==> src/rtl/wb_write_queue_if.sv <==
// wb_write_queue_if: MEM-stage result in, register-file write and decode hazard out
interface wb_write_queue_if;
  logic inValid;
  logic inWB_EN;
  logic inMEM_R_EN;
  logic [3:0] inDest;
  logic [31:0] aluResult;
  logic [31:0] memData;
  logic portBusy;
  logic [3:0] RnAddress;
  logic [3:0] RmAddress;
  logic Two_src;
  logic WB_EN;
  logic [3:0] WBDest;
  logic [31:0] WBValue;
  logic hazard;
  logic full;
  logic overflow;
  modport master (
    output inValid, inWB_EN, inMEM_R_EN, inDest, aluResult, memData,
    output portBusy, RnAddress, RmAddress, Two_src,
    input WB_EN, WBDest, WBValue, hazard, full, overflow
  );
  modport slave (
    input inValid, inWB_EN, inMEM_R_EN, inDest, aluResult, memData,
    input portBusy, RnAddress, RmAddress, Two_src,
    output WB_EN, WBDest, WBValue, hazard, full, overflow
  );
endinterface

==> src/rtl/wb_write_queue.sv <==
// wb_write_queue: in-order write-back FIFO draining one register-file write per cycle
module wb_write_queue #(
  parameter int DEPTH = 4
) (
  input logic clk,
  input logic rst,
  wb_write_queue_if.slave q
);
  localparam int PW = $clog2(DEPTH);
  localparam int CW = PW + 1;
  logic [PW-1:0] headPtr, tailPtr;
  logic [CW-1:0] count;
  logic [DEPTH-1:0] entryValid;
  logic [3:0] entryDest [DEPTH];
  logic [31:0] entryValue [DEPTH];
  logic overflowReg, isFull, notEmpty, push, pop, drop, hazardAny;
  assign notEmpty = count != '0;
  assign isFull = count == CW'(DEPTH);
  assign pop = notEmpty & ~q.portBusy;
  assign push = q.inValid & q.inWB_EN & (~isFull | pop);
  assign drop = q.inValid & q.inWB_EN & isFull & ~pop;
  // clear-then-set so a full-queue push+pop on the same slot keeps it valid
  always_ff @(posedge clk or posedge rst)
    if (rst) begin
      headPtr <= '0;
      tailPtr <= '0;
      count <= '0;
      entryValid <= '0;
      overflowReg <= 1'b0;
    end else begin
      if (pop) begin
        headPtr <= headPtr + 1'b1;
        entryValid[headPtr] <= 1'b0;
      end
      if (push) begin
        tailPtr <= tailPtr + 1'b1;
        entryValid[tailPtr] <= 1'b1;
      end
      count <= count + CW'(push) - CW'(pop);
      if (drop) overflowReg <= 1'b1;
    end
  always_ff @(posedge clk)
    if (push) begin
      entryDest[tailPtr] <= q.inDest;
      entryValue[tailPtr] <= q.inMEM_R_EN ? q.memData : q.aluResult;
    end
  // the entry being written this cycle still counts: its write lands at the edge
  always_comb begin
    hazardAny = 1'b0;
    for (int i = 0; i < DEPTH; i++)
      hazardAny = hazardAny | (entryValid[i] & ((entryDest[i] == q.RnAddress) | (q.Two_src & (entryDest[i] == q.RmAddress))));
  end
  assign q.WB_EN = pop;
  assign q.WBDest = notEmpty ? entryDest[headPtr] : 4'd0;
  assign q.WBValue = notEmpty ? entryValue[headPtr] : 32'd0;
  assign q.hazard = hazardAny;
  assign q.full = isFull;
  assign q.overflow = overflowReg;
endmodule
==> src/flat_wrapper.sv <==
// flat-port wrapper written by rule: the top's interface ports become plain ports
module wb_write_queue_flat 
#(
  parameter int DEPTH = 4
)
  (clk, rst, q_inValid, q_inWB_EN, q_inMEM_R_EN, q_inDest, q_aluResult, q_memData, q_portBusy, q_RnAddress, q_RmAddress, q_Two_src, q_WB_EN, q_WBDest, q_WBValue, q_hazard, q_full, q_overflow);
  wb_write_queue_if q_i ();
  input logic clk;
  input logic rst;
  input wire logic [$bits(q_i.inValid)-1:0] q_inValid;
  input wire logic [$bits(q_i.inWB_EN)-1:0] q_inWB_EN;
  input wire logic [$bits(q_i.inMEM_R_EN)-1:0] q_inMEM_R_EN;
  input wire logic [$bits(q_i.inDest)-1:0] q_inDest;
  input wire logic [$bits(q_i.aluResult)-1:0] q_aluResult;
  input wire logic [$bits(q_i.memData)-1:0] q_memData;
  input wire logic [$bits(q_i.portBusy)-1:0] q_portBusy;
  input wire logic [$bits(q_i.RnAddress)-1:0] q_RnAddress;
  input wire logic [$bits(q_i.RmAddress)-1:0] q_RmAddress;
  input wire logic [$bits(q_i.Two_src)-1:0] q_Two_src;
  output wire logic [$bits(q_i.WB_EN)-1:0] q_WB_EN;
  output wire logic [$bits(q_i.WBDest)-1:0] q_WBDest;
  output wire logic [$bits(q_i.WBValue)-1:0] q_WBValue;
  output wire logic [$bits(q_i.hazard)-1:0] q_hazard;
  output wire logic [$bits(q_i.full)-1:0] q_full;
  output wire logic [$bits(q_i.overflow)-1:0] q_overflow;
  assign q_i.inValid = q_inValid;
  assign q_i.inWB_EN = q_inWB_EN;
  assign q_i.inMEM_R_EN = q_inMEM_R_EN;
  assign q_i.inDest = q_inDest;
  assign q_i.aluResult = q_aluResult;
  assign q_i.memData = q_memData;
  assign q_i.portBusy = q_portBusy;
  assign q_i.RnAddress = q_RnAddress;
  assign q_i.RmAddress = q_RmAddress;
  assign q_i.Two_src = q_Two_src;
  assign q_WB_EN = q_i.WB_EN;
  assign q_WBDest = q_i.WBDest;
  assign q_WBValue = q_i.WBValue;
  assign q_hazard = q_i.hazard;
  assign q_full = q_i.full;
  assign q_overflow = q_i.overflow;
  wb_write_queue #(.DEPTH(DEPTH)) u_core (.clk(clk), .rst(rst), .q(q_i));
endmodule
==> config.mk <==
export PLATFORM = sky130hd
export DESIGN_NAME = wb_write_queue_flat
export DESIGN_NICKNAME = d
export VERILOG_FILES = /design/src/rtl/wb_write_queue_if.sv /design/src/rtl/wb_write_queue.sv /design/src/flat_wrapper.sv
export SDC_FILE = /design/constraint.sdc
export NUM_CORES = 1
export LEC_CHECK = 0
export ABC_AREA = 1
export CAP_MARGIN = 20
export CORE_MARGIN = 3
export CORE_UTILIZATION = 30
export CTS_BUF_LIST = sky130_fd_sc_hd__clkbuf_2 sky130_fd_sc_hd__clkbuf_4 sky130_fd_sc_hd__clkbuf_8
export DETAILED_ROUTE_END_ITERATION = 16
export HOLD_SLACK_MARGIN = 0.1
export PLACE_DENSITY_LB_ADDON = 0.3
export SYNTH_ARGS = -nofsm -noshare
export SYNTH_HDL_FRONTEND = slang
export SYNTH_SLANG_ARGS = --single-unit
==> constraint.sdc <==
create_clock -name clk -period 2.6 [get_ports clk]
set_clock_uncertainty 0.1 [all_clocks]
set_input_delay 0.39 -clock clk [delete_from_list [all_inputs] [get_ports clk]]
set_output_delay 0.39 -clock clk [all_outputs]
set_load 0.05 [all_outputs]
==> results of run 1 <==
-- logic make-up (layout without fill, tap and decap cells) --
logic type               count (synthesis)  after routing  share of synthesized area (%)
multiplexers                            32             32                           5.05
AND/OR/NAND/NOR                        240            240                           13.2
adder cells (fa/ha/maj)                 10             10                           1.86
buffers and inverters                   73            215                           4.21
AO/OA/AOI/OAI                          128            128                           9.05
XOR/XNOR                                15             15                           1.84
flip-flops                             156            156                           64.8
-- critical path, cell delays in order (launching register included) --
cell                      delay [ns]
sky130_fd_sc_hd__dfrtp_2        0.50
sky130_fd_sc_hd__buf_16         0.24
sky130_fd_sc_hd__nor2_1         0.07
sky130_fd_sc_hd__nor2_1         0.09
sky130_fd_sc_hd__o21ai_0        0.10
sky130_fd_sc_hd__a21oi_1        0.29
sky130_fd_sc_hd__buf_12         0.18
-- stage by stage --
stage	hold WS (ns)	setup slack, ns	utilization (%)	area [um2]	setup TNS [ns]
CTS	0.147	0.00710	42.0	9660	0
global placement	0.363	0.202	40.2	9250	0
finish	0.153	0.153	42.4	9740	0
floorplan	0.155	-0.403	-	7130	-57.96
global route	0.162	0.0135	42.4	9740	0
detailed placement	0.361	0.220	40.2	9250	0
-- per-layer routing --
metal,vias to the layer above,track usage [%],routed length [um]
met5,-,0,0
met4,0,4.30,283
met3,18,3.35,703
met2,107,24.2,8960
met1,2375,17.0,7740
li1,2481,-,-
-- placed cells by master, fill, tap and decap left out, types with 6 or more instances in the layout --
cell | netlist | routed
sky130_fd_sc_hd__buf_4 | 2 | 12
sky130_fd_sc_hd__nor2_1 | 152 | 148
sky130_fd_sc_hd__mux2_2 | 32 | 32
sky130_fd_sc_hd__xor2_1 | 14 | 14
sky130_fd_sc_hd__a21oi_2 | 0 | 12
sky130_fd_sc_hd__edfxtp_1 | 144 | 144
sky130_fd_sc_hd__nand2_1 | 79 | 79
sky130_fd_sc_hd__ha_1 | 9 | 9
sky130_fd_sc_hd__a21oi_1 | 45 | 33
sky130_fd_sc_hd__inv_1 | 37 | 36
sky130_fd_sc_hd__o21ai_1 | 6 | 6
sky130_fd_sc_hd__buf_12 | 0 | 45
sky130_fd_sc_hd__dfrtp_1 | 12 | 10
sky130_fd_sc_hd__o21ai_0 | 75 | 75
sky130_fd_sc_hd__clkdlybuf4s50_1 | 0 | 82
sky130_fd_sc_hd__clkbuf_8 | 0 | 17
-- what timing repair did --
action / 4_1_cts / 5_1_grt
hold endpoints to repair: 0 / 0
endpoints found under the setup margin: 23 / 18
cloned: 0 / 1
pin swaps: 0 / 0
resized for setup: 7 / 10
setup buffers: 0 / 2
-- worst paths after layout --
check                                  start           endpoint  slack, ns  cells past startpoint
hold / removal                           rst  u_core.q.overflow       0.15                      2
hold reg to reg            u_core.q.overflow  u_core.q.overflow       0.38                      1
min in group clk           u_core.q.overflow  u_core.q.overflow       0.38                      1
max in group asynchronous                rst  u_core.headPtr[1]       1.89                      2
setup reg to reg             u_core.count[0]    u_core.count[2]       0.47                      7
setup / recovery           u_core.headPtr[0]       q_WBValue[6]       0.15                      6
-- flip-flops by register name, summed over array words and instances (netlist names) --
name	count
u_core.entryValue	128
u_core.entryDest	16
u_core.entryValid	4
u_core.count	3
u_core.headPtr	2
u_core.tailPtr	2
u_core.q.overflow	1
-- power by group --
group | leakage [nW] | switching, W | internal (W) | total, W
sequential | 1.45 | 0.000176 | 0.00310 | 0.00328
combinational | 1.97 | 0.00397 | 0.00281 | 0.00678
clock | 0.194 | 0.000855 | 0.000958 | 0.00181
total | 3.62 | 0.00500 | 0.00687 | 0.0119
-- cell type report --
type / count / area [um2] / share of cell area [%]
sequential: 156 / 4630 / 47.5
multi-input combinational: 425 / 2280 / 23.4
timing repair buffer: 144 / 1890 / 19.4
tap: 313 / 392 / 4.02
clock buffer: 19 / 249 / 2.56
inverter: 40 / 155 / 1.59
clock inverter: 12 / 148 / 1.52
-- cell usage after synthesis (2+ instances only) --
cell type | number | area (um2)
sky130_fd_sc_hd__ha_1 | 9 | 113
sky130_fd_sc_hd__buf_4 | 2 | 15.0
sky130_fd_sc_hd__a21oi_1 | 45 | 225
sky130_fd_sc_hd__o21ai_0 | 75 | 375
sky130_fd_sc_hd__or2_1 | 2 | 12.5
sky130_fd_sc_hd__nand3b_1 | 2 | 15.0
sky130_fd_sc_hd__xor2_1 | 14 | 123
sky130_fd_sc_hd__o21ai_1 | 6 | 30.0
sky130_fd_sc_hd__inv_1 | 37 | 139
sky130_fd_sc_hd__nor2_1 | 152 | 571
sky130_fd_sc_hd__buf_2 | 14 | 70.1
sky130_fd_sc_hd__mux2_2 | 32 | 360
sky130_fd_sc_hd__clkbuf_1 | 15 | 56.3
sky130_fd_sc_hd__dfrtp_1 | 12 | 300
sky130_fd_sc_hd__nand3_1 | 2 | 10.0
sky130_fd_sc_hd__edfxtp_1 | 144 | 4320
sky130_fd_sc_hd__inv_2 | 3 | 11.3
sky130_fd_sc_hd__nand2_1 | 79 | 297
==> reports/qor.yml, run 1 <==
p_leak_nw: 3.62
final_period_util_pct: 94.1
rows: 55
wire_length_of_the_first_global_routing_pass_um: 27500
dpl.hpwl_um: 11500
report.final.hold_viol_count: 0
synth_net_count: 747
avgSynthCellArea_um2: 10.9
final.min_clock_period_ns: 2.45
cts.htree.levels: 4
area.growth.synth_to_final_pct: 36.6
finalPower_w: 0.0119
port-buffer-count: 122
pin_count_of_the_biggest_net_entering_global_routing: 75
grt_antenna_before_repair: 0
boundaryPins: 123
place_inst: 1075
filler_cell_count: 2215
count_of_antenna_diodes_in_the_layout: 0
finish.net_count: 877
timing.critical_path.required_ns: 2.11
vdd.ir_drop.worst_v: 0.000489
clkSlewWorstSetupHoldPaths_ns: 0.08
setup_repair_after_global_routing_missed_its_margin: "no"
report.final.slew_viol_count: 0
grt_use_total_pct: 13.9
clock_tree.root_cell: "sky130_fd_sc_hd__clkbuf_8"
core_region_area_um2: 23000
routed_wirelength_um: 17700
chipHeight_um: 160
floorplan.initialDensity_pct: 31.0
tritoncts: "built"
number_of_clock_sinks_seen_by_cts: 156
max_freq_ghz: 0.409
timing.final.setup_violations: 0
critical_path_capture_point_type: "primary output"
drtIter0Drc: 392
postSynth.asyncResetShare_pct: 7.69
number_of_warning_messages_in_the_yosys_log: 0
final_ant_viol_nets: 0
number_of_buffers_added_by_the_clock_tree_synthesis_step: 17
max_slew_margin_pct: 66.9
timing.setup.critical_path_class: "register to primary output"
yosys_register_bits: 156
post-route-drc-count: 0
grt_overflow: 0
dieArea_um2: 25700
ys_seq_area_share_pct: 64.8
p_per_area_nw_per_um2: 1220
number_of_global_route_vias_before_repair: 5048
run_status: "complete, no violations"
count_of_unique_library_cells_instantiated_by_yosys: 27
place.gp.congestion: 0.918
critical_path.startpoint_type: "register"
vias: 4981
post_synth_inst_count: 654
arrival_ns: 1.96
post_drt_via_cell_ratio: 4.49
post_drt_wl_per_cell_um: 15.9
synth-main-ff-cell: "sky130_fd_sc_hd__edfxtp_1"
worst_skew_pair.late_latency_ns: 0.44
die_w_um: 160
synth_area_um2: 7130
max_cap_violations: 0
layout.cells.non_filler: 1109
critical_path_peak_fanout: 37
synth-edff-count: 144
cts_hold_buffers: 0
firstDrtPassIters: 4
worstMarginPinSlew_ns: 0.495
min-delay-path-class: "input port to asynchronous set/reset pin"
cts_buffer_depth: 2
share_of_cells_above_drive_strength_1_pct: 18.5
(Power assumes the default switching activity.)
==> run 2: changes to the inputs <==
- MAX_ROUTING_LAYER: default -> met4
- RECOVER_POWER: default -> 25
==> run 2 against run 1 <==
  * Design area is 0.83% lower
  * Wire length is 2.3% lower
  * Sequential cell count stayed put
  * Cell count hardly changed
  * Highest routed layer unchanged
  * Sequential power hardly changed
==> reports/qor.yml, run 2 (synthesis results as in run 1) <==
arrival_ns: 1.92
post-route-drc-count: 0
die_w_um: 160
floorplan.initialDensity_pct: 31.0
chipHeight_um: 160
place.gp.congestion: 0.913
vias: 5028
cts.htree.levels: 4
tritoncts: "built"
p_per_area_nw_per_um2: 1210
boundaryPins: 123
place_inst: 1077
place_ws_ns: 0.235
setup_repair_after_global_routing_missed_its_margin: "no"
dpl.hpwl_um: 11500
final_period_util_pct: 92.7
reg_top3: "u_core.entryValue x128, u_core.entryDest x16, u_core.entryValid x4"
setup_slack_ns: 0.190
max_freq_ghz: 0.415
crit-reg2reg-capture: "u_core.count[1]"
count_of_antenna_diodes_in_the_layout: 0
critical_path_peak_fanout: 32
pin_count_of_the_biggest_net_entering_global_routing: 55
report.final.hold_viol_count: 0
rows: 55
layout.cells.non_filler: 1108
number_of_clock_sinks_seen_by_cts: 156
mostFrequentLayoutCells: "sky130_fd_sc_hd__nor2_1, sky130_fd_sc_hd__edfxtp_1, sky130_fd_sc_hd__nand2_1"
core_region_area_um2: 23000
grt_antenna_before_repair: 0
grt_overflow: 0
timing.rr.start: "u_core.count[1]"
max_cap_violations: 0
vdd.ir_drop.worst_v: 0.000534
wire_length_of_the_first_global_routing_pass_um: 27200
largest_register_ff_count: 128
p_leak_nw: 3.60
timing.setup.critical_path_class: "register to primary output"
routed_wirelength_um: 17300
worst_skew_pair.late_latency_ns: 0.43
min-delay-path-class: "input port to asynchronous set/reset pin"
final.min_clock_period_ns: 2.41
layout.cells.most_common: "sky130_fd_sc_hd__nor2_1"
timing.final.setup_violations: 0
number_of_buffers_added_by_the_clock_tree_synthesis_step: 17
grt_use_total_pct: 14.0
rrSetupSlack_ns: 0.52
max_slew_margin_pct: 42.2
area.growth.synth_to_final_pct: 35.4
dieArea_um2: 25700
post_drt_via_cell_ratio: 4.54
drtIter0Drc: 333
run_status: "complete, no violations"
final.hold.worst_slack_ns: 0.304
cts_buffer_depth: 2
clkSlewWorstSetupHoldPaths_ns: 0.08
final_ant_viol_nets: 0
register_with_the_highest_flop_count: "u_core.entryValue"
share_of_cells_above_drive_strength_1_pct: 15.3
cts_hold_buffers: 0
report.final.slew_viol_count: 0
firstDrtPassIters: 4
port-buffer-count: 122
reg2reg_depth: 9
critical_path.startpoint_type: "register"
timing.critical_path.required_ns: 2.11
number_of_global_route_vias_before_repair: 5011
clock_tree.root_cell: "sky130_fd_sc_hd__clkbuf_8"
finish.net_count: 876
critical_path_capture_point_type: "primary output"
worstMarginPinSlew_ns: 0.868
post_drt_wl_per_cell_um: 15.6
==> run 2: changes by cell type in the layout (fill, tap and decap cells not counted), moves of 2 or more <==
cell / change
sky130_fd_sc_hd__a21oi_1: +7
sky130_fd_sc_hd__mux2_2: -16
sky130_fd_sc_hd__mux2_1: +16
sky130_fd_sc_hd__buf_12: -2
sky130_fd_sc_hd__clkdlybuf4s50_1: -5
sky130_fd_sc_hd__a21oi_2: -7
sky130_fd_sc_hd__dlygate4sd3_1: +5
==> run 2: cell type report <==
class | instances | area (um2)
Inverter | 40 | 150
Timing Repair Buffer | 143 | 1820
Multi-Input combinational cell | 425 | 2260
Clock buffer | 18 | 241
Tap cell | 313 | 392
Clock inverter | 13 | 174
Sequential cell | 156 | 4630
Fill cell | 2185 | 13300
==> run 2: timing repair <==
action / in CTS / in global routing
hold endpoints to repair: 0 / 0
resized for setup: 2 / 6
endpoints found under the setup margin: 2 / 8
buffers inserted: 0 / 0
==> run 2: worst max-delay path, cell delays in order, from the launching register on <==
cell,delay (ns)
sky130_fd_sc_hd__dfrtp_2,0.45
sky130_fd_sc_hd__buf_6,0.28
sky130_fd_sc_hd__nor2_1,0.08
sky130_fd_sc_hd__nor2_1,0.08
sky130_fd_sc_hd__o21ai_0,0.10
sky130_fd_sc_hd__a21oi_1,0.30
sky130_fd_sc_hd__buf_12,0.18
==> run 2: stage by stage <==
step | cell area, um2 | TNS (ns) | power (W) | util, %
5_1_grt | 9660 | 0 | 0.0123 | 42.0
2_1_floorplan | 7130 | -57.96 | 0.00678 | -
3_3_place_gp | 9220 | 0 | 0.00992 | 40.1
4_1_cts | 9640 | 0 | 0.0119 | 41.9
6_report | 9660 | 0 | 0.0117 | 42.0
3_5_place_dp | 9220 | 0 | 0.00993 | 40.1
==> run 2: report_power, final <==
part	leakage (nW)	switching [W]	internal, W	total, W
logic	1.94	0.00388	0.00267	0.00655
clock network	0.205	0.000856	0.00104	0.00190
registers	1.45	0.000158	0.00311	0.00326
total	3.60	0.00489	0.00682	0.0117
==> run 2: per-layer routing <==
metal | GRT usage [%] | share of wire (%) | up-vias
li1 | - | - | 2481
met1 | 17.1 | 44 | 2412
met2 | 23.5 | 51 | 118
met3 | 2.57 | 3.9 | 17
met5 | - | 0 | -
met4 | 4.65 | 1.3 | 0
==> run 2: worst max-delay path by stage <==
stage | start | endpoint | slack [ns] | cells after the start
2_1_floorplan | u_core.count[2] | u_core.entryDest[0][0] | -0.40 | 6
4_1_cts | u_core.headPtr[0] | q_WBValue[30] | 0.01 | 6
3_3_place_gp | q_RmAddress[1] | q_hazard | 0.22 | 12
3_5_place_dp | q_RmAddress[1] | q_hazard | 0.23 | 12
6_report | u_core.headPtr[0] | q_WBValue[6] | 0.19 | 6
5_1_grt | u_core.headPtr[0] | q_WBValue[6] | 0.02 | 6
==> run 3: changes to the inputs <==
--- a/constraint.sdc
+++ b/constraint.sdc
@@ -4,2 +4,2 @@
 set_output_delay 0.39 -clock clk [all_outputs]
-set_load 0.05 [all_outputs]
+set_load 0.01 [all_outputs]
==> run 3 against run 2 <==
  * The run now ends with max-capacitance violations, max-slew violations left
  * Die area is the same
  * Wire length grew 0.98%
  * Cell count grew 0.36%
  * Via count shrank 0.66%
  * Clock-buffer cell count shrank 1
  * Global-route usage grew 0.17 points
  * First-iteration DRC count shrank 14%
  * Sequential cell count is the same
  * Sequential power is essentially flat
  * Highest routed layer unchanged
==> reports/qor.yml, run 3 (synthesis results as in run 1) <==
run_status: "finished, violations left"
violations: "max-capacitance violations, max-slew violations"
number_of_clock_sinks_seen_by_cts: 156
die_w_um: 160
max_freq_ghz: 0.404
number_of_buffers_added_by_the_clock_tree_synthesis_step: 17
dpl_cell_area_um2: 8850
final.hold.worst_slack_ns: 0.302
critical_path_peak_fanout: 28
critical_path.startpoint_type: "register"
report.final.slew_viol_count: 33
arrival_ns: 1.98
rrSetupSlack_ns: 0.52
grt_antenna_before_repair: 0
cpMostUsedCell: "sky130_fd_sc_hd__nor2_1"
cts.htree.levels: 4
worst_skew_pair.late_latency_ns: 0.44
place_inst: 1076
layout.cells.most_common: "sky130_fd_sc_hd__nor2_1"
crit_start: "u_core.headPtr[0]"
chipHeight_um: 160
firstDrtPassIters: 4
cts_buffer_depth: 2
register_with_the_highest_flop_count: "u_core.entryValue"
cts_hold_buffers: 0
floorplan.initialDensity_pct: 31.0
max_cap_violations: 1
sequential_cell_area_um2: 4630
report.final.hold_viol_count: 0
reg_top3: "u_core.entryValue x128, u_core.entryDest x16, u_core.entryValid x4"
area.growth.synth_to_final_pct: 29.1
setup_repair_after_global_routing_missed_its_margin: "yes"
wire_length_of_the_first_global_routing_pass_um: 27200
grt_use_total_pct: 14.2
share_of_cells_above_drive_strength_1_pct: 10.7
finish.net_count: 878
worstMarginPinSlew_ns: 1.77
dpl.hpwl_um: 11100
finish.instance_area_um2: 9210
layout.cells.non_filler: 1112
dieArea_um2: 25700
p_leak_nw: 3.47
tritoncts: "built"
mostFrequentLayoutCells: "sky130_fd_sc_hd__nor2_1, sky130_fd_sc_hd__edfxtp_1, sky130_fd_sc_hd__nand2_1"
timing.final.setup_violations: 0
core_region_area_um2: 23000
place.gp.congestion: 0.863
drtIter0Drc: 285
setup_slack_ns: 0.126
final_period_util_pct: 95.2
slowest_stage_cell_cp: "sky130_fd_sc_hd__dfrtp_2"
pin_count_of_the_biggest_net_entering_global_routing: 37
filler_cell_count: 2304
timing.setup.critical_path_class: "register to primary output"
number_of_global_route_vias_before_repair: 4904
max_slew_margin_pct: -18.0
clock_tree.root_cell: "sky130_fd_sc_hd__clkbuf_8"
timing.critical_path.slowest_cell_delay_ns: 0.42
post-route-drc-count: 0
multi_input_area_um2: 2250
boundaryPins: 123
grt_overflow: 0
final_ant_viol_nets: 0
post_drt_wl_per_cell_um: 15.7
rows: 55
port-buffer-count: 122
post_drt_via_cell_ratio: 4.49
place_ws_ns: -0.129
timing.critical_path.required_ns: 2.11
final.min_clock_period_ns: 2.47
clkSlewWorstSetupHoldPaths_ns: 0.08
routed_wirelength_um: 17400
min-delay-path-class: "input port to asynchronous set/reset pin"
largest_register_ff_count: 128
timing.critical_path.cells: "buf_4, buf_12, nor2_1, nor2_1, o21ai_0, a21oi_1, dlygate4sd2_1"
vias: 4995
critical_path_capture_point_type: "primary output"
final_core_util_pct: 40.1
timing.rr.start: "u_core.count[1]"
p_per_area_nw_per_um2: 934
vdd.ir_drop.worst_v: 0.000377
-- run 3: cell count changes in the layout (fill, tap and decap cells not counted), sizes merged --
cell / previous run / this run
buf: 59 / 23
clkinv: 6 / 10
inv: 41 / 43
clkdlybuf4s50: 77 / 74
dlygate4sd2: 1 / 42
bufinv: 4 / 1
clkinvlp: 2 / 1
clkbuf: 19 / 18
diode: 0 / 1
-- run 3: critical path, delay by kind of cell (launching register included) --
kind	cells	cell delay, ns
simple gates	2	0.14
compound gates	2	0.34
buf+inv	3	0.62
flops	1	0.42
-- run 3: timing repair --
action / CTS / global route
setup buffers: 2 / 0
gates resized for setup: 45 / 2
cloned: 1 / 0
pin swaps: 2 / 1
setup endpoints to repair: 36 / 3
-- run 3: path summary, 6_finish.rpt --
path | endpoint | cells after the start
setup / recovery | q_WBValue[6] | 7
hold / removal | u_core.q.overflow | 2
setup reg to reg | u_core.count[1] | 9
hold reg to reg | u_core.q.overflow | 1
max in group asynchronous | u_core.headPtr[1] | 2
min in group clk | u_core.q.overflow | 1
-- run 3: metal layers --
metal  vias up  global-route usage (%)  part of all wire [%]
met5         -                       -                     0
met4         0                    4.54                   1.2
met3        11                    3.37                   4.4
met2       128                    23.1                    51
met1      2371                    17.5                    44
li1       2485                       -                     -
-- run 3: area by class of cell --
type / instances / share of cell area [%]
sequential: 156 / 50.3
multi-input combinational: 425 / 24.4
timing repair buffer: 145 / 15.5
tap: 313 / 4.25
clock buffer: 17 / 2.54
inverter: 40 / 1.63
clock inverter: 15 / 1.32
antenna: 1 / 0.0272
-- run 3: stage by stage --
step                power [W]  TNS [ns]
global route          0.00926         0
CTS                   0.00875         0
detailed placement    0.00732    -0.129
global placement      0.00731    -0.160
floorplan             0.00531    -43.65
finish                0.00860         0
-- run 3: power by group --
group	total [W]	switching (W)	leakage, nW	internal [W]
clock	0.00165	0.000898	0.183	0.000751
combinational	0.00368	0.00216	1.84	0.00153
sequential	0.00327	0.000163	1.45	0.00311
